--- config.mk ---
export PLATFORM = sky130hd
export DESIGN_NAME = cw310_reg_master
export DESIGN_NICKNAME = d
export VERILOG_FILES = /design/src/rtl/cw310_reg_master.sv
export SDC_FILE = /design/constraint.sdc
export NUM_CORES = 1
export LEC_CHECK = 0
export ABC_CLOCK_PERIOD_IN_PS = 2350
export CAP_MARGIN = 20
export CORE_UTILIZATION = 25
export CTS_BUF_LIST = sky130_fd_sc_hd__clkbuf_4 sky130_fd_sc_hd__clkbuf_8 sky130_fd_sc_hd__clkbuf_16
export CTS_CLUSTER_SIZE = 20
export DETAILED_ROUTE_END_ITERATION = 10
export PLACE_DENSITY = 0.49
export SYNTH_ARGS = -nofsm -noshare
export SYNTH_HDL_FRONTEND = slang
export SYNTH_SLANG_ARGS = --single-unit
--- constraint.sdc ---
create_clock -name usb_clk -period 2.35 [get_ports usb_clk]
set_input_delay 0.235 -clock usb_clk [delete_from_list [all_inputs] [get_ports usb_clk]]
set_output_delay 0.235 -clock usb_clk [all_outputs]
set_load 0.005 [all_outputs]
--- src/rtl/cw310_reg_master.sv ---
// cw310_reg_master
// Register-bus initiator: turns a byte-serial command stream into register-bus
// transactions and returns read data plus one status byte per command.
//
// Command: opcode {dir(1=read), N-1[6:0]}, ceil(AW/8) little-endian address
// bytes, then N data bytes for writes. Reads return N data bytes before the
// status byte. Status 8'h00 = OK, 8'h01 = timeout.
//
// Ports:
//   usb_clk, reset_n (synchronous, active-low)
//   cmd_data/cmd_valid/cmd_ready  : command byte stream in
//   rsp_data/rsp_valid/rsp_ready  : response byte stream out
//   reg_address, reg_bytecnt, write_data, read_data,
//   reg_read, reg_write, reg_addrvalid : register bus
//   O_busy                        : high whenever the state is not IDLE
//
// Optional feature: define REG_MASTER_TIMEOUT_EN to abort a command that stalls
// for pTIMEOUT cycles in ADDR/WDATA; it then reports status 8'h01.
module cw310_reg_master #(
    parameter int pADDR_WIDTH    = 21,
    parameter int pBYTECNT_SIZE  = 7,
    parameter int pREAD_LATENCY  = 0,
    parameter int pTIMEOUT       = 65535
) (
    input  logic                                 usb_clk,
    input  logic                                 reset_n,
    input  logic [7:0]                           cmd_data,
    input  logic                                 cmd_valid,
    output logic                                 cmd_ready,
    output logic [7:0]                           rsp_data,
    output logic                                 rsp_valid,
    input  logic                                 rsp_ready,
    output logic [pADDR_WIDTH-pBYTECNT_SIZE-1:0] reg_address,
    output logic [pBYTECNT_SIZE-1:0]             reg_bytecnt,
    output logic [7:0]                           write_data,
    input  logic [7:0]                           read_data,
    output logic                                 reg_write,
    output logic                                 reg_read,
    output logic                                 reg_addrvalid,
    output logic                                 O_busy
);

    localparam int AW         = pADDR_WIDTH - pBYTECNT_SIZE;
    localparam int ADDR_BYTES = (AW + 7) / 8;
    localparam int ABW        = (ADDR_BYTES > 1) ? $clog2(ADDR_BYTES) : 1;
    localparam int LATW       = (pREAD_LATENCY > 0) ? $clog2(pREAD_LATENCY + 1) : 1;
    localparam logic [ABW-1:0]  ADDR_LAST = ABW'(ADDR_BYTES - 1);
    localparam logic [LATW-1:0] LAT_LAST  = LATW'(pREAD_LATENCY);
    localparam logic [7:0]      STAT_OK      = 8'h00;
    localparam logic [7:0]      STAT_TIMEOUT = 8'h01;

    typedef enum logic [2:0] {
        S_IDLE    = 3'd0,
        S_ADDR    = 3'd1,
        S_WDATA   = 3'd2,
        S_WSTROBE = 3'd3,
        S_RSTROBE = 3'd4,
        S_RSEND   = 3'd5,
        S_STATUS  = 3'd6
    } state_t;

    state_t                   state_r, state_next_s;
    logic                     dir_r, dir_next_s;
    logic [6:0]               n_r, n_next_s;
    logic [ABW-1:0]           addr_idx_r, addr_idx_next_s;
    logic [ADDR_BYTES*8-1:0]  addr_shift_r, addr_shift_next_s;
    logic [(ADDR_BYTES+1)*8-1:0] addr_cat_s;
    logic [ADDR_BYTES*8-1:0]  addr_full_s;
    logic [LATW-1:0]          lat_cnt_r, lat_next_s;
    logic [AW-1:0]            address_next_s;
    logic [pBYTECNT_SIZE-1:0] bytecnt_next_s;
    logic [7:0]               wdata_next_s;
    logic [7:0]               rsp_data_next_s;
    logic                     cmd_fire_s, rsp_fire_s, last_byte_s, timeout_s;

`ifdef REG_MASTER_TIMEOUT_EN
    localparam int TW = $clog2(pTIMEOUT + 1);
    localparam logic [TW-1:0] TMO_LAST = TW'(pTIMEOUT - 1);
    logic [TW-1:0] tmo_cnt_r;

    // Idle-cycle counter for ADDR/WDATA; cleared by every accepted byte.
    always_ff @(posedge usb_clk) begin
        if (!reset_n) begin
            tmo_cnt_r <= {TW{1'b0}};
        end else if ((state_r == S_ADDR || state_r == S_WDATA) && !cmd_fire_s && !timeout_s) begin
            tmo_cnt_r <= tmo_cnt_r + 1'b1;
        end else begin
            tmo_cnt_r <= {TW{1'b0}};
        end
    end
`endif

    assign cmd_fire_s  = cmd_valid & cmd_ready;
    assign rsp_fire_s  = rsp_valid & rsp_ready;
    assign last_byte_s = (int'(reg_bytecnt) == int'(n_r));
    // New address byte enters at the top, so byte 0 ends up in the low bits.
    assign addr_cat_s  = {cmd_data, addr_shift_r};
    assign addr_full_s = addr_cat_s[(ADDR_BYTES+1)*8-1:8];

    // Next-state and next-output computation.
    always_comb begin
        state_next_s      = state_r;
        dir_next_s        = dir_r;
        n_next_s          = n_r;
        addr_idx_next_s   = addr_idx_r;
        addr_shift_next_s = addr_shift_r;
        lat_next_s        = lat_cnt_r;
        address_next_s    = reg_address;
        bytecnt_next_s    = reg_bytecnt;
        wdata_next_s      = write_data;
        rsp_data_next_s   = rsp_data;

`ifdef REG_MASTER_TIMEOUT_EN
        timeout_s = (state_r == S_ADDR || state_r == S_WDATA) && !cmd_fire_s
                    && (tmo_cnt_r == TMO_LAST);
`else
        timeout_s = 1'b0;
`endif

        if (timeout_s) begin
            state_next_s    = S_STATUS;
            rsp_data_next_s = STAT_TIMEOUT;
        end else begin
            case (state_r)
                S_IDLE: begin
                    if (cmd_fire_s) begin
                        dir_next_s      = cmd_data[7];
                        n_next_s        = cmd_data[6:0];
                        addr_idx_next_s = {ABW{1'b0}};
                        state_next_s    = S_ADDR;
                    end else begin
                        state_next_s = S_IDLE;
                    end
                end
                S_ADDR: begin
                    if (cmd_fire_s) begin
                        addr_shift_next_s = addr_full_s;
                        if (addr_idx_r == ADDR_LAST) begin
                            address_next_s = addr_full_s[AW-1:0];
                            bytecnt_next_s = {pBYTECNT_SIZE{1'b0}};
                            lat_next_s     = {LATW{1'b0}};
                            state_next_s   = dir_r ? S_RSTROBE : S_WDATA;
                        end else begin
                            addr_idx_next_s = addr_idx_r + 1'b1;
                        end
                    end else begin
                        state_next_s = S_ADDR;
                    end
                end
                S_WDATA: begin
                    if (cmd_fire_s) begin
                        wdata_next_s = cmd_data;
                        state_next_s = S_WSTROBE;
                    end else begin
                        state_next_s = S_WDATA;
                    end
                end
                S_WSTROBE: begin
                    // bytecnt is held on the last byte so N=128 never wraps.
                    if (last_byte_s) begin
                        rsp_data_next_s = STAT_OK;
                        state_next_s    = S_STATUS;
                    end else begin
                        bytecnt_next_s = reg_bytecnt + 1'b1;
                        state_next_s   = S_WDATA;
                    end
                end
                S_RSTROBE: begin
                    if (lat_cnt_r == LAT_LAST) begin
                        rsp_data_next_s = read_data;
                        state_next_s    = S_RSEND;
                    end else begin
                        lat_next_s = lat_cnt_r + 1'b1;
                    end
                end
                S_RSEND: begin
                    if (rsp_fire_s && last_byte_s) begin
                        rsp_data_next_s = STAT_OK;
                        state_next_s    = S_STATUS;
                    end else if (rsp_fire_s) begin
                        bytecnt_next_s = reg_bytecnt + 1'b1;
                        lat_next_s     = {LATW{1'b0}};
                        state_next_s   = S_RSTROBE;
                    end else begin
                        state_next_s = S_RSEND;
                    end
                end
                S_STATUS: begin
                    if (rsp_fire_s) begin
                        state_next_s = S_IDLE;
                    end else begin
                        state_next_s = S_STATUS;
                    end
                end
                default: begin
                    state_next_s = S_IDLE;
                end
            endcase
        end
    end

    // State, datapath and registered-output update; strobes decode the next state.
    always_ff @(posedge usb_clk) begin
        if (!reset_n) begin
            state_r       <= S_IDLE;
            dir_r         <= 1'b0;
            n_r           <= 7'd0;
            addr_idx_r    <= {ABW{1'b0}};
            addr_shift_r  <= {(ADDR_BYTES*8){1'b0}};
            lat_cnt_r     <= {LATW{1'b0}};
            reg_address   <= {AW{1'b0}};
            reg_bytecnt   <= {pBYTECNT_SIZE{1'b0}};
            write_data    <= 8'h00;
            rsp_data      <= 8'h00;
            cmd_ready     <= 1'b0;
            rsp_valid     <= 1'b0;
            reg_write     <= 1'b0;
            reg_read      <= 1'b0;
            reg_addrvalid <= 1'b0;
            O_busy        <= 1'b0;
        end else begin
            state_r       <= state_next_s;
            dir_r         <= dir_next_s;
            n_r           <= n_next_s;
            addr_idx_r    <= addr_idx_next_s;
            addr_shift_r  <= addr_shift_next_s;
            lat_cnt_r     <= lat_next_s;
            reg_address   <= address_next_s;
            reg_bytecnt   <= bytecnt_next_s;
            write_data    <= wdata_next_s;
            rsp_data      <= rsp_data_next_s;
            cmd_ready     <= (state_next_s == S_IDLE) || (state_next_s == S_ADDR)
                             || (state_next_s == S_WDATA);
            rsp_valid     <= (state_next_s == S_RSEND) || (state_next_s == S_STATUS);
            reg_write     <= (state_next_s == S_WSTROBE);
            reg_read      <= (state_next_s == S_RSTROBE);
            reg_addrvalid <= (state_next_s == S_WDATA) || (state_next_s == S_WSTROBE)
                             || (state_next_s == S_RSTROBE) || (state_next_s == S_RSEND);
            O_busy        <= (state_next_s != S_IDLE);
        end
    end

endmodule

Yosys cells after proc, flatten, opt, wreduce, memory -nomap -nowiden:

Index checks and enable logic that the tools add are counted.
Widths: inputs -> output; s select.

* bitwise gates (word level): 2
* mux-type cells: 31
* $add $sub $neg: 3
* reduce and logical (&&, ||, !) cells: 22
* equal/unequal tests: 22

Operator list (number)
* $mux 7: 5
* $mux 8: 3
* $pmux 8 s3: 1
* $pmux 3 s7: 1
* $pmux 7 s3: 1
* $eq 3x3->1 const B: 6
* $mux 3: 6
* $ne 2x2->1 const B: 9
* $eq 3x2->1 const B: 4
* $reduce_bool 3->1: 4
* $mux 1: 11
* $add 7x1->7 const B: 1
* $eq 7x7->1: 1
* $eq 3x1->1 const B: 2
* $logic_not 3->1: 2
* $logic_or 1x1->1: 6
* $reduce_and 2->1: 3
* $reduce_and 3->1: 2
* $reduce_and 6->1: 1
* $reduce_and 5->1: 1
* $reduce_and 4->1: 1
* $pmux 1 s3: 1
* $add 1x1->1 const B: 2
* $and 1x1->1: 2
* other kinds (4): 4

* input bits: 20
* bits in registers: 72
* output and inout bits: 43

Logic depth before layout (Yosys ltp):

Gate-level depths: netlist (run 1).

* word-level depth: 8
* gate-level depth with buffers: 9
* depth with buffers taken out: 8

Worst setup path before layout (run 1):

Ideal clock, no wire load.

* path type: register -> register
* start: register reg_bytecnt[0]
* end: register reg_addrvalid
* arrival: 1.766 ns
* clock period less this slack: 1.881 ns
* slack: 0.469 ns
* data required time: 2.235 ns
* library setup time: 0.115 ns
* cell stages (with the launch flop): 8
* path buffers: 0
* cell sequence: dfxtp_1 > xor2_1 > nor4_4 > nand2_4 > o21ai_4 > inv_2 > ha_1 > and2_1

* word-level cells in the longest chain between the ends: 8

RTL lines
* start: declaration: RTL line 34 `output logic [pBYTECNT_SIZE-1:0] reg_bytecnt,`
* start signal: assignment: RTL line 212 `reg_bytecnt <= {pBYTECNT_SIZE{1'b0}};`
* start signal: assignment: RTL line 229 `reg_bytecnt <= bytecnt_next_s;`
* $eq 7x7->1 *: RTL line 95 `assign last_byte_s = (int'(reg_bytecnt) == int'(n_r));`
* $logic_and 1x1->1: RTL line 177 `if (rsp_fire_s && last_byte_s) begin`
* $mux 2: RTL line 177
* $pmux 3 s7 *: RTL line 124 `case (state_r)`
* $eq 3x2->1: RTL line 237 `reg_addrvalid <= (state_next_s == S_WDATA) || (state_next_s == S_WSTROBE)`
* $logic_or 1x1->1: RTL line 237
* $logic_or 1x1->1: RTL line 238 `|| (state_next_s == S_RSTROBE) || (state_next_s == S_RSEND);`
* $logic_or 1x1->1 *: RTL line 238
* end signal: assignment: RTL line 237
* end: declaration: RTL line 39 `output logic reg_addrvalid,`

Every way passes the cells marked *; elsewhere a longest branch is shown, timed or not.
A chain may end at the register's enable or synchronous reset.

Worst setup path after layout (run 1):

* start: register reg_bytecnt[4]
* end: register reg_addrvalid

Same word-level chain as after synthesis.

==> results of run 1 <==
## synthesized netlist by cell type (2+ instances only)
| master | count |
|---|---|
| sky130_fd_sc_hd__ha_1 | 2 |
| sky130_fd_sc_hd__buf_6 | 2 |
| sky130_fd_sc_hd__nand4_1 | 3 |
| sky130_fd_sc_hd__nand3_1 | 12 |
| sky130_fd_sc_hd__clkbuf_1 | 8 |
| sky130_fd_sc_hd__dfxtp_1 | 63 |
| sky130_fd_sc_hd__nor2_1 | 29 |
| sky130_fd_sc_hd__a211oi_1 | 3 |
| sky130_fd_sc_hd__a22o_2 | 8 |
| sky130_fd_sc_hd__xnor2_1 | 4 |
| sky130_fd_sc_hd__and2_1 | 3 |
| sky130_fd_sc_hd__nand2_1 | 43 |
| sky130_fd_sc_hd__a31oi_1 | 2 |
| sky130_fd_sc_hd__a21oi_1 | 24 |
| sky130_fd_sc_hd__nor2b_1 | 2 |
| sky130_fd_sc_hd__o211a_1 | 2 |
| sky130_fd_sc_hd__xor2_1 | 7 |
| sky130_fd_sc_hd__nor2_2 | 2 |
| sky130_fd_sc_hd__inv_2 | 2 |
| sky130_fd_sc_hd__o21ai_0 | 3 |
| sky130_fd_sc_hd__mux2i_1 | 17 |
| sky130_fd_sc_hd__inv_1 | 3 |
| sky130_fd_sc_hd__a22o_1 | 2 |
## area by class of cell
class,instances,area (um2),share of cell area
Clock inverter,7,72.6,0.0203
Timing Repair Buffer,75,718,0.201
Clock buffer,9,124,0.0346
Inverter,5,18.8,0.00524
Multi-Input combinational cell,191,1220,0.341
Sequential cell,63,1260,0.352
Tap cell,133,166,0.0465
## power breakdown
group / internal, mW / switching (mW) / total [mW]
sequential: 1.08 / 0.0122 / 1.09
combinational: 0.0734 / 0.0866 / 0.160
clock: 0.491 / 0.453 / 0.944
total: 1.65 / 0.552 / 2.20
## state kept, by name, summed over array words and instances, names as in the netlist, 3 cells and up
name and count:
addr_shift_r 8, reg_bytecnt 7, state_r 3, rsp_data 8, write_data 8, reg_address 14
n_r 7
## placed cells by master (no fill, tap or decap), drive strengths merged, types with 2 or more instances in the layout
cell type,instances
a211oi,3
a21oi,25
a22o,10
a31oi,2
and2,3
and3,2
buf,13
clkbuf,9
clkdlybuf4s50,62
clkinv,3
clkinvlp,2
dfxtp,63
ha,2
inv,6
mux2i,17
nand2,44
nand3,12
nand4,3
nor2,31
nor2b,2
nor3,2
nor4,3
o211a,2
o21ai,5
xnor2,4
xor2,7
## metrics by stage
stage / cell area [um2] / hold slack, ps / std cells
after global routing: 3580 / 465 / 483
after global placement: 3380 / 443 / 467
after detailed placement: 3380 / 447 / 467
after CTS: 3580 / 454 / 483
after floorplan: 2580 / 366 / 272
final: 3580 / 450 / 483
## layer usage
metal / global-route usage / wire (um) / vias up
met5: 0 / 0 / -
met4: 0.0373 / 67 / 0
met3: 0.0573 / 454 / 6
met2: 0.190 / 2790 / 57
met1: 0.142 / 2930 / 984
li1: - / - / 1087
## worst max-delay path, cell delays in order (launching register included)
cell	delay, ps
sky130_fd_sc_hd__dfxtp_1	420
sky130_fd_sc_hd__xor2_1	130
sky130_fd_sc_hd__nor4_4	500
sky130_fd_sc_hd__nand2_4	130
sky130_fd_sc_hd__o21ai_4	220
sky130_fd_sc_hd__inv_2	90
sky130_fd_sc_hd__ha_1	280
sky130_fd_sc_hd__and2_1	150
## path summary, 6_finish.rpt
check | start | endpoint | cells after the start
max | reg_bytecnt[4] | reg_addrvalid | 7
min | addr_shift_r[10] | reg_address[2] | 2
max reg2reg | reg_bytecnt[4] | reg_addrvalid | 7
min reg2reg | addr_shift_r[10] | reg_address[2] | 2
## cell families after synthesis
logic type / after synthesis / synth area share
AOI/OAI and AO/OA: 53 / 0.150
buffers and inverters: 18 / 0.0378
adders and majority gates: 2 / 0.00970
muxes: 18 / 0.0704
xor gates and xnor gates: 11 / 0.0374
and+or+nand+nor: 107 / 0.205
DFF: 63 / 0.489
==> impl_summary.log, run 1 <==
[metrics] final setup violation count: 0
[metrics] worst setup path category: flop to flop
[metrics] quantity of hold-fixing buffers added after cts: 0
[metrics] gpl congestion: 0.786
[metrics] predominant post-synthesis flop cell: sky130_fd_sc_hd__dfxtp_1
[metrics] Synth Net Count: 294
[metrics] Core Box Area: ~9900 um2
[metrics] final antenna diode count: 0
[metrics] number of library cell types mapped by synthesis: 49
[metrics] Power per Cell Area: 614 nW/um2
[metrics] CTS Root Cell: sky130_fd_sc_hd__clkbuf_8
[metrics] clk buf depth: 2
[metrics] number of post-CTS setup repair buffers: 0
[metrics] signal arrival time at the worst endpoint: approximately 2300 ps
[metrics] register-to-register path setup slack: 320 ps
[metrics] GR Overflow Total: 0
[metrics] gate count of the mapped netlist: 272
[metrics] clock sinks: 63
[metrics] worst setup slack before clock tree synthesis: 277 ps
[metrics] Initial DRT Pass Iterations: 4
[metrics] global-route wire length before repair: 10.1 mm
[metrics] post-synth design cell area: around 2600 um2
[metrics] number of pins with negative max-slew slack in the final report: 0
[metrics] outcome: finished, final reports clean
[metrics] DR iter-0 viols: 76
[metrics] Worst Setup Slack, final: 318 ps
[metrics] clock-pin transition on the worst setup and hold timing paths: 80 ps
[metrics] worst-case vdd ir drop: 253 uV
[metrics] final critical path time including I/O delays and setup: 2030 ps
[metrics] number of input and output port buffers inserted: 62
[metrics] slew at the pin closest to its max-slew limit: between 600 and 700 ps
[metrics] starting utilization of the core area: 0.261
[metrics] number of warnings issued by yosys: 0
[metrics] fraction of final layout cells sized beyond drive strength 1: 0.151
[metrics] data required time of the critical path: 2580 ps
[metrics] Tot GR Track Use: 0.120
[metrics] Leakage: 1.36 nW
[metrics] die width: just over 100 um
[metrics] number of remaining DRC errors: 0
[metrics] number of buffers created by CTS: 9
[metrics] Avg Inst Size Synth: between 9 and 10 um2
[metrics] synthesis-to-finish area growth: 38.9%
[metrics] final hold vios: 0
[metrics] area fraction of the dominant cell type after synthesis: 0.489
[metrics] number of core rows: 36
[metrics] H-tree depth: 3
[metrics] Min-Delay Path Class: flop to flop
[metrics] part of the cycle the worst path needs: 0.865
[metrics] Async S/R FF share, synth: 0
[metrics] number of vias per cell: 4.42
[metrics] unrepaired setup endpoints after global routing: false
[metrics] count of instances resized after the clock tree is built: 0
[metrics] Routed Wire Length: 6.24 mm
[metrics] sort of element at the start of the critical path: flop
[metrics] Setup TNS Final: 0 ps
[metrics] largest cells by area after synthesis: sky130_fd_sc_hd__dfxtp_1, sky130_fd_sc_hd__mux2i_1, sky130_fd_sc_hd__nand2_1, sky130_fd_sc_hd__a21oi_1, sky130_fd_sc_hd__nor2_1
[metrics] sequential area share after synthesis: 0.489
[metrics] worst slew slack as a fraction of its limit: 0.581
[metrics] largest net degree at the start of global routing: 40
[metrics] largest area contributor in the netlist: sky130_fd_sc_hd__dfxtp_1
[metrics] clock latency at the later pin of the worst-skew pair: 350 ps
[metrics] average routed wire per standard cell: ~13 um
[metrics] antenna violations before repair: 0
[metrics] post-detail-place hpwl: 4.33 mm
[metrics] residual antenna-violating net count after detailed routing: 0
[metrics] type of element capturing the critical path: flop
[metrics] maximum clock rate: a little under 0.5 GHz
[metrics] number of synthesized flops with an enable pin: 0
[metrics] post-synthesis sequential element count: 63
[metrics] vias post-DR: around 2.1k
[metrics] number of violations of the max-capacitance limit: 0
[metrics] overall power: 2.20 mW
[metrics] clock tree from TritonCTS: done
[metrics] die footprint: 10700 um2
[metrics] worst-path fanout max: 6
[metrics] number of nets in the finished design: 367
[metrics] IO Count: 63
[metrics] total of fill cells in the finished design: 1010
[metrics] Worst Clk Skew: 9.73 ps
[metrics] die height: 104 um
[metrics] number of global-route vias before repair: 2038
[metrics] post-route core utilization: 0.363
No activity file was read; power rests on OpenSTA's default activity.
==> inputs of run 2 (changes only) <==
--- a/config.mk
+++ b/config.mk
@@ -7,11 +7,11 @@
 export LEC_CHECK = 0
 export ABC_CLOCK_PERIOD_IN_PS = 2350
 export CAP_MARGIN = 20
-export CORE_UTILIZATION = 25
+export CORE_UTILIZATION = 49
 export CTS_BUF_LIST = sky130_fd_sc_hd__clkbuf_4 sky130_fd_sc_hd__clkbuf_8 sky130_fd_sc_hd__clkbuf_16
 export CTS_CLUSTER_SIZE = 20
 export DETAILED_ROUTE_END_ITERATION = 10
-export PLACE_DENSITY = 0.49
+export PLACE_DENSITY = 0.82
 export SYNTH_ARGS = -nofsm -noshare
 export SYNTH_HDL_FRONTEND = slang
 export SYNTH_SLANG_ARGS = --single-unit
==> run 2 against run 1 <==
Sequential power hardly changed. Die area is 48% lower. Final area is 3.1% lower. Register-to-register slack worse by 20 ps. Critical path type unchanged. Highest routed layer unchanged. Critical path depth stayed put.
==> impl_summary.log, run 2 (same netlist as run 1, synthesis figures left out) <==
[metrics] outcome: finished, final reports clean
[metrics] starting utilization of the core area: 0.508 (+0.247)
[metrics] final setup violation count: 0 (unchanged)
[metrics] Min-Delay Path Class: flop to flop
[metrics] worst-case vdd ir drop: 423 uV (+67%)
[metrics] area of the multi-input gates: 1220 um2 (unchanged)
[metrics] met1 track demand over resource in global routing: 0.309 (+0.167)
[metrics] number of pins with negative max-slew slack in the final report: 0 (unchanged)
[metrics] register bank with the most flops: reg_address
[metrics] Tot GR Track Use: 0.228 (+0.108)
[metrics] residual antenna-violating net count after detailed routing: 0 (unchanged)
[metrics] met2 Use GR: 0.332 (+0.142)
[metrics] clk buf depth: 2 (unchanged)
[metrics] largest net degree at the start of global routing: 40 (unchanged)
[metrics] clock latency at the later pin of the worst-skew pair: 350 ps (about the same)
[metrics] unrepaired setup endpoints after global routing: false
[metrics] type of element capturing the critical path: flop
[metrics] Post-DP Area: 3280 um2 (-3.0%)
[metrics] number of vias per cell: 5.20 (+18%)
[metrics] final hold slack: 457 ps (+7.17 ps)
[metrics] worst setup path category: flop to flop
[metrics] worst slew slack as a fraction of its limit: 0.599 (+0.0180)
[metrics] Inst Count DP: 401 (-14%)
[metrics] final critical path time including I/O delays and setup: 2060 ps (+23.2 ps)
[metrics] maximum clock rate: 0.487 GHz (-1.1%)
[metrics] die footprint: 5560 um2 (-48%)
[metrics] final hold vios: 0 (unchanged)
[metrics] final cell area excluding filler cells: 3470 um2 (-3.1%)
[metrics] signal arrival time at the worst endpoint: 2300 ps (+30 ps)
[metrics] count of instances resized after the clock tree is built: 0 (unchanged)
[metrics] die height: 74.5 um (-28%)
[metrics] clock tree from TritonCTS: done
[metrics] number of core rows: 26 (-28%)
[metrics] slew at the pin closest to its max-slew limit: 600 ps (-25.7 ps)
[metrics] Setup TNS Final: 0 ps (unchanged)
[metrics] number of input and output port buffers inserted: 62 (unchanged)
[metrics] CTS Root Cell: sky130_fd_sc_hd__clkbuf_8
[metrics] antenna violations before repair: 0 (unchanged)
[metrics] die width: 74.5 um (-28%)
[metrics] synthesis-to-finish area growth: 34.6%
[metrics] met3 capacity usage during global routing: 0.0827 (+0.0254)
[metrics] number of buffers created by CTS: 9 (unchanged)
[metrics] post-detail-place hpwl: 4.08 mm (-5.6%)
[metrics] quantity of hold-fixing buffers added after cts: 0 (unchanged)
[metrics] part of the cycle the worst path needs: 0.875 (+0.00988)
[metrics] Routed Wire Length: 5.81 mm (-6.9%)
[metrics] number of post-CTS setup repair buffers: 0 (unchanged)
[metrics] number of violations of the max-capacitance limit: 0 (unchanged)
[metrics] total of fill cells in the finished design: 411 (-59%)
[metrics] number of nets in the finished design: 364 (-0.82%)
[metrics] final antenna diode count: 0 (unchanged)
[metrics] clock sinks: 63 (unchanged)
[metrics] number of remaining DRC errors: 0 (unchanged)
[metrics] gpl congestion: 0.889 (+13%)
[metrics] average routed wire per standard cell: 13.9 um (+7.8%)
[metrics] number of flip-flops in the largest register: 14 (unchanged)
[metrics] Worst Clk Skew: 7.08 ps (-2.65 ps)
[metrics] sort of element at the start of the critical path: flop
[metrics] fin cells: 417 (-14%)
[metrics] number of global-route vias before repair: 1974 (-3.1%)
[metrics] Power per Cell Area: 613 nW/um2 (-0.14%)
[metrics] GR Overflow Total: 0 (unchanged)
[metrics] most utilized layer in the global route result: met2
[metrics] most used cells in the layout excluding fill and tap cells: sky130_fd_sc_hd__dfxtp_1, sky130_fd_sc_hd__clkdlybuf4s50_1, sky130_fd_sc_hd__nand2_1, sky130_fd_sc_hd__nor2_1, sky130_fd_sc_hd__a21oi_1
[metrics] vias post-DR: 2169 (+1.6%)
[metrics] fraction of final layout cells sized beyond drive strength 1: 0.144 (-0.00734)
[metrics] data required time of the critical path: 2590 ps (about the same)
[metrics] global-route wire length before repair: 9.29 mm (-8.2%)
[metrics] Leakage: 1.34 nW (-1.3%)
[metrics] IO Count: 63 (unchanged)
[metrics] Initial DRT Pass Iterations: 4 (unchanged)
[metrics] clock-pin transition on the worst setup and hold timing paths: 70 ps (about the same)
[metrics] DR iter-0 viols: 96 (+26%)
[metrics] footprint of the flip-flops and latches: 1260 um2 (unchanged)
[metrics] leading cell type in the layout, fill and taps excluded: sky130_fd_sc_hd__dfxtp_1
[metrics] H-tree depth: 3 (unchanged)
[metrics] worst-path fanout max: 6 (unchanged)
[metrics] Core Box Area: 5070 um2 (-49%)
run 2: routing by layer:
| layer | share of wire | wire, um |
|---|---|---|
| met4 | 0.015 | 89 |
| met2 | 0.47 | 2710 |
| met3 | 0.049 | 282 |
| met5 | 0 | 0 |
| met1 | 0.47 | 2730 |
run 2: critical path, cell delays in order, from the launching register on:
cell and delay, ps:
sky130_fd_sc_hd__dfxtp_1 430, sky130_fd_sc_hd__xor2_1 140, sky130_fd_sc_hd__nor4_4 510, sky130_fd_sc_hd__nand2_4 130, sky130_fd_sc_hd__o21ai_4 220, sky130_fd_sc_hd__inv_2 90, sky130_fd_sc_hd__ha_1 280, sky130_fd_sc_hd__and2_1 160
run 2: final timing paths:
path | slack [ps] | startpoint | endpoint | cells past startpoint
worst min-delay path | 460 | reg_address[3] | reg_address[3] | 2
worst max register to register | 290 | reg_bytecnt[4] | reg_addrvalid | 7
worst min register to register | 460 | reg_address[3] | reg_address[3] | 2
worst max-delay path | 290 | reg_bytecnt[4] | reg_addrvalid | 7
run 2: per-stage QoR:
step,total power [mW],util,worst slack [ps]
after floorplan,1.21,-,469
after global placement,1.27,0.647,320
after detailed placement,1.27,0.647,293
after CTS,2.14,0.684,291
after global routing,2.20,0.684,217
final,2.13,0.684,295
run 2: layout make-up:
class	count	area share
clock buffer	12	0.0458
timing repair buffer	72	0.200
tap	70	0.0252
sequential	63	0.363
clock inverter	4	0.00829
multi-input combinational	191	0.351
inverter	5	0.00541
run 2: where the power goes:
group	switching, mW	internal (mW)	total [mW]
combinational	0.0849	0.0695	0.154
sequential	0.0139	1.08	1.10
clock	0.423	0.453	0.876
==> inputs of run 3 (changes only) <==
--- a/config.mk
+++ b/config.mk
@@ -5,6 +5,7 @@
 export SDC_FILE = /design/constraint.sdc
 export NUM_CORES = 1
 export LEC_CHECK = 0
+export ABC_AREA = 1
 export ABC_CLOCK_PERIOD_IN_PS = 2350
 export CAP_MARGIN = 20
 export CORE_UTILIZATION = 49
@@ -12,6 +13,7 @@
 export CTS_CLUSTER_SIZE = 20
 export DETAILED_ROUTE_END_ITERATION = 10
 export PLACE_DENSITY = 0.82
+export SLEW_MARGIN = 40
 export SYNTH_ARGS = -nofsm -noshare
 export SYNTH_HDL_FRONTEND = slang
 export SYNTH_SLANG_ARGS = --single-unit
==> run 3 against run 2 <==
Clock skew is 7.4 ps higher. Non-clock buffer count is 8 lower. Critical path depth is 1 lower. Maximum frequency is 14% higher. Die area rose by 0.38%. Count of clock-buffer cells in the layout unchanged. Sequential share of layout area hardly changed. Critical path type unchanged. Critical endpoint is now cmd_ready. Largest cell class unchanged. Highest routed layer unchanged.
==> impl_summary.log, run 3 <==
[metrics] number of flip-flops in the largest register: 14 (unchanged)
[metrics] slew at the pin closest to its max-slew limit: 657 ps (+56.8 ps)
[metrics] post-synthesis sequential element count: 63 (unchanged)
[metrics] launch point of the worst hold path: addr_shift_r[13]
[metrics] average routed wire per standard cell: 12.4 um (-11%)
[metrics] number of vias per cell: 5.03 (-3.3%)
[metrics] Inst Count DP: 473 (+18%)
[metrics] clock-pin transition on the worst setup and hold timing paths: 70 ps (about the same)
[metrics] gpl congestion: 0.861 (-3.1%)
[metrics] Initial DRT Pass Iterations: 4 (unchanged)
[metrics] Min-Delay Path Class: flop to flop
[metrics] residual antenna-violating net count after detailed routing: 0 (unchanged)
[metrics] starting utilization of the core area: 0.507 (-0.00128)
[metrics] total of fill cells in the finished design: 438 (+6.6%)
[metrics] reg-to-reg startpoint: state_r[2]
[metrics] die width: 74.7 um (+0.19%)
[metrics] overall power: 2.29 mW (+7.6%)
[metrics] number of pins with negative max-slew slack in the final report: 0 (unchanged)
[metrics] number of violations of the max-capacitance limit: 0 (unchanged)
[metrics] global-route wire length before repair: 9.84 mm (+5.9%)
[metrics] DR iter-0 viols: 137 (+43%)
[metrics] Crit. Startpoint: state_r[2]
[metrics] largest cells by area after synthesis: sky130_fd_sc_hd__dfxtp_1, sky130_fd_sc_hd__nor2_1, sky130_fd_sc_hd__nand2_1, sky130_fd_sc_hd__o21ai_0, sky130_fd_sc_hd__a21oi_1
[metrics] met1 track demand over resource in global routing: 0.296 (-0.0133)
[metrics] number of nets in the finished design: 436 (+20%)
[metrics] maximum clock rate: 0.553 GHz (+14%)
[metrics] data required time of the critical path: 2610 ps (+20 ps)
[metrics] count of instances resized after the clock tree is built: 0 (unchanged)
[metrics] number of post-CTS setup repair buffers: 0 (unchanged)
[metrics] worst setup slack before clock tree synthesis: 376 ps (+83.3 ps)
[metrics] IO Count: 63 (unchanged)
[metrics] predominant post-synthesis flop cell: sky130_fd_sc_hd__dfxtp_1
[metrics] Power per Cell Area: 659 nW/um2 (+7.6%)
[metrics] number of synthesized flops with an enable pin: 0 (unchanged)
[metrics] sequential area share after synthesis: 0.487 (-0.00189)
[metrics] number of buffers created by CTS: 9 (unchanged)
[metrics] die height: 74.7 um (+0.19%)
[metrics] number of library cell types mapped by synthesis: 26 (-47%)
[metrics] fraction of final layout cells sized beyond drive strength 1: 0.0694 (-0.0747)
[metrics] Routed Wire Length: 6.04 mm (+4.0%)
[metrics] gate count of the mapped netlist: 351 (+29%)
[metrics] worst setup path category: flop to flop
[metrics] final critical path time including I/O delays and setup: 1810 ps (-247 ps)
[metrics] H-tree depth: 3 (unchanged)
[metrics] fin cells: 488 (+17%)
[metrics] unrepaired setup endpoints after global routing: false
[metrics] worst-path fanout max: 15 (+9)
[metrics] die footprint: 5580 um2 (+0.38%)
[metrics] post-route core utilization: 0.679 (-0.00460)
[metrics] number of core rows: 26 (unchanged)
[metrics] most used cells in the layout excluding fill and tap cells: sky130_fd_sc_hd__dfxtp_1, sky130_fd_sc_hd__nor2_1, sky130_fd_sc_hd__clkdlybuf4s50_1, sky130_fd_sc_hd__nand2_1, sky130_fd_sc_hd__o21ai_0
[metrics] quantity of hold-fixing buffers added after cts: 0 (unchanged)
[metrics] sort of element at the start of the critical path: flop
[metrics] clock latency at the later pin of the worst-skew pair: 350 ps (about the same)
[metrics] final setup violation count: 0 (unchanged)
[metrics] number of remaining DRC errors: 0 (unchanged)
[metrics] GR Overflow Total: 0 (unchanged)
[metrics] type of element capturing the critical path: flop
[metrics] largest net degree at the start of global routing: 27 (-33%)
[metrics] final hold slack: 452 ps (-5.16 ps)
[metrics] vias post-DR: 2455 (+13%)
[metrics] most frequent cells after synthesis: sky130_fd_sc_hd__dfxtp_1, sky130_fd_sc_hd__nor2_1, sky130_fd_sc_hd__nand2_1
[metrics] Core Box Area: 5110 um2 (+0.64%)
[metrics] clock sinks: 63 (unchanged)
[metrics] number of input and output port buffers inserted: 62 (unchanged)
[metrics] final hold vios: 0 (unchanged)
[metrics] post-synth design cell area: 2590 um2 (+0.39%)
[metrics] clock tree from TritonCTS: done
[metrics] Tot GR Track Use: 0.239 (+0.0114)
[metrics] post-detail-place hpwl: 4.24 mm (+3.8%)
[metrics] outcome: finished, final reports clean
[metrics] met3 capacity usage during global routing: 0.0643 (-0.0184)
[metrics] worst slew slack as a fraction of its limit: 0.561 (-0.0379)
[metrics] number of warnings issued by yosys: 0 (unchanged)
[metrics] register bank with the most flops: reg_address
[metrics] clk buf depth: 2 (unchanged)
[metrics] area fraction of the dominant cell type after synthesis: 0.487 (-0.00189)
[metrics] met2 Use GR: 0.382 (+0.0501)
[metrics] Leakage: 1.34 nW (about the same)
[metrics] synthesis-to-finish area growth: 34.0%
[metrics] Async S/R FF share, synth: 0 (unchanged)
[metrics] part of the cycle the worst path needs: 0.770 (-0.105)
[metrics] number of global-route vias before repair: 2206 (+12%)
[metrics] Synth Net Count: 373 (+27%)
[metrics] signal arrival time at the worst endpoint: 2070 ps (-230 ps)
[metrics] Avg Inst Size Synth: 7.38 um2 (-22%)
[metrics] final cell area excluding filler cells: 3470 um2 (about the same)
[metrics] Post-DP Area: 3250 um2 (-1.0%)
[metrics] largest area contributor in the netlist: sky130_fd_sc_hd__dfxtp_1
[metrics] CTS Root Cell: sky130_fd_sc_hd__clkbuf_8
[metrics] antenna violations before repair: 0 (unchanged)
[metrics] Worst Clk Skew: 14.5 ps (+7.38 ps)
[metrics] final antenna diode count: 0 (unchanged)
[metrics] worst-case vdd ir drop: 522 uV (+23%)
[metrics] Worst Setup Slack, final: 541 ps (+247 ps)
[metrics] Setup TNS Final: 0 ps (unchanged)
[metrics] most utilized layer in the global route result: met2
## run 3: cell count changes after synthesis, sizes merged, moves of 10 or more
cell,previous run,this run
a22o,10,0
inv,5,35
nand2,44,64
o21ai,5,42
nor2,31,66
mux2i,17,0
## run 3: path summary, 6_finish.rpt
check                                       to  slack, ps  cells past startpoint
worst min register to register  reg_address[5]        450                      2
worst min-delay path            reg_address[5]        450                      2
worst max-delay path                 cmd_ready        540                      6
worst max register to register       cmd_ready        540                      6
## run 3: final cells by class
class / count / area, um2 / area share
clock inverters: 3 / 67.6 / 0.0195
inverters: 36 / 135 / 0.0389
well taps: 70 / 87.6 / 0.0252
multi-input cells: 240 / 1130 / 0.326
repair buffers: 64 / 636 / 0.183
flip-flops and latches: 63 / 1260 / 0.364
clock buffers: 12 / 153 / 0.0440
## run 3: power by group
| part | total [mW] | leakage [nW] | internal (mW) | switching [mW] |
|---|---|---|---|---|
| Sequential | 1.10 | 0.510 | 1.09 | 0.0110 |
| Combinational | 0.147 | 0.724 | 0.0645 | 0.0824 |
| Clock | 1.04 | 0.110 | 0.644 | 0.397 |
## run 3: routing by layer
layer / vias to the layer above / part of all wire
li1: 1252 / -
met1: 1132 / 0.45
met2: 64 / 0.48
met3: 7 / 0.055
met4: 0 / 0.016
met5: - / 0
## run 3: critical path, stage by stage, from the launching register on
cell	delay (ps)
sky130_fd_sc_hd__dfxtp_1	490
sky130_fd_sc_hd__nor2_1	130
sky130_fd_sc_hd__nand2_1	350
sky130_fd_sc_hd__nand4_1	140
sky130_fd_sc_hd__nor2_1	260
sky130_fd_sc_hd__nand3_1	150
sky130_fd_sc_hd__o21ai_0	220
## run 3: kinds of logic after synthesis
group | Yosys count | synth area share
and+or+nand+nor | 155 | 0.249
xor gates and xnor gates | 2 | 0.00677
buffers and inverters | 48 | 0.0764
AOI/OAI and AO/OA | 81 | 0.171
DFF | 63 | 0.487
adders and majority gates | 2 | 0.00966
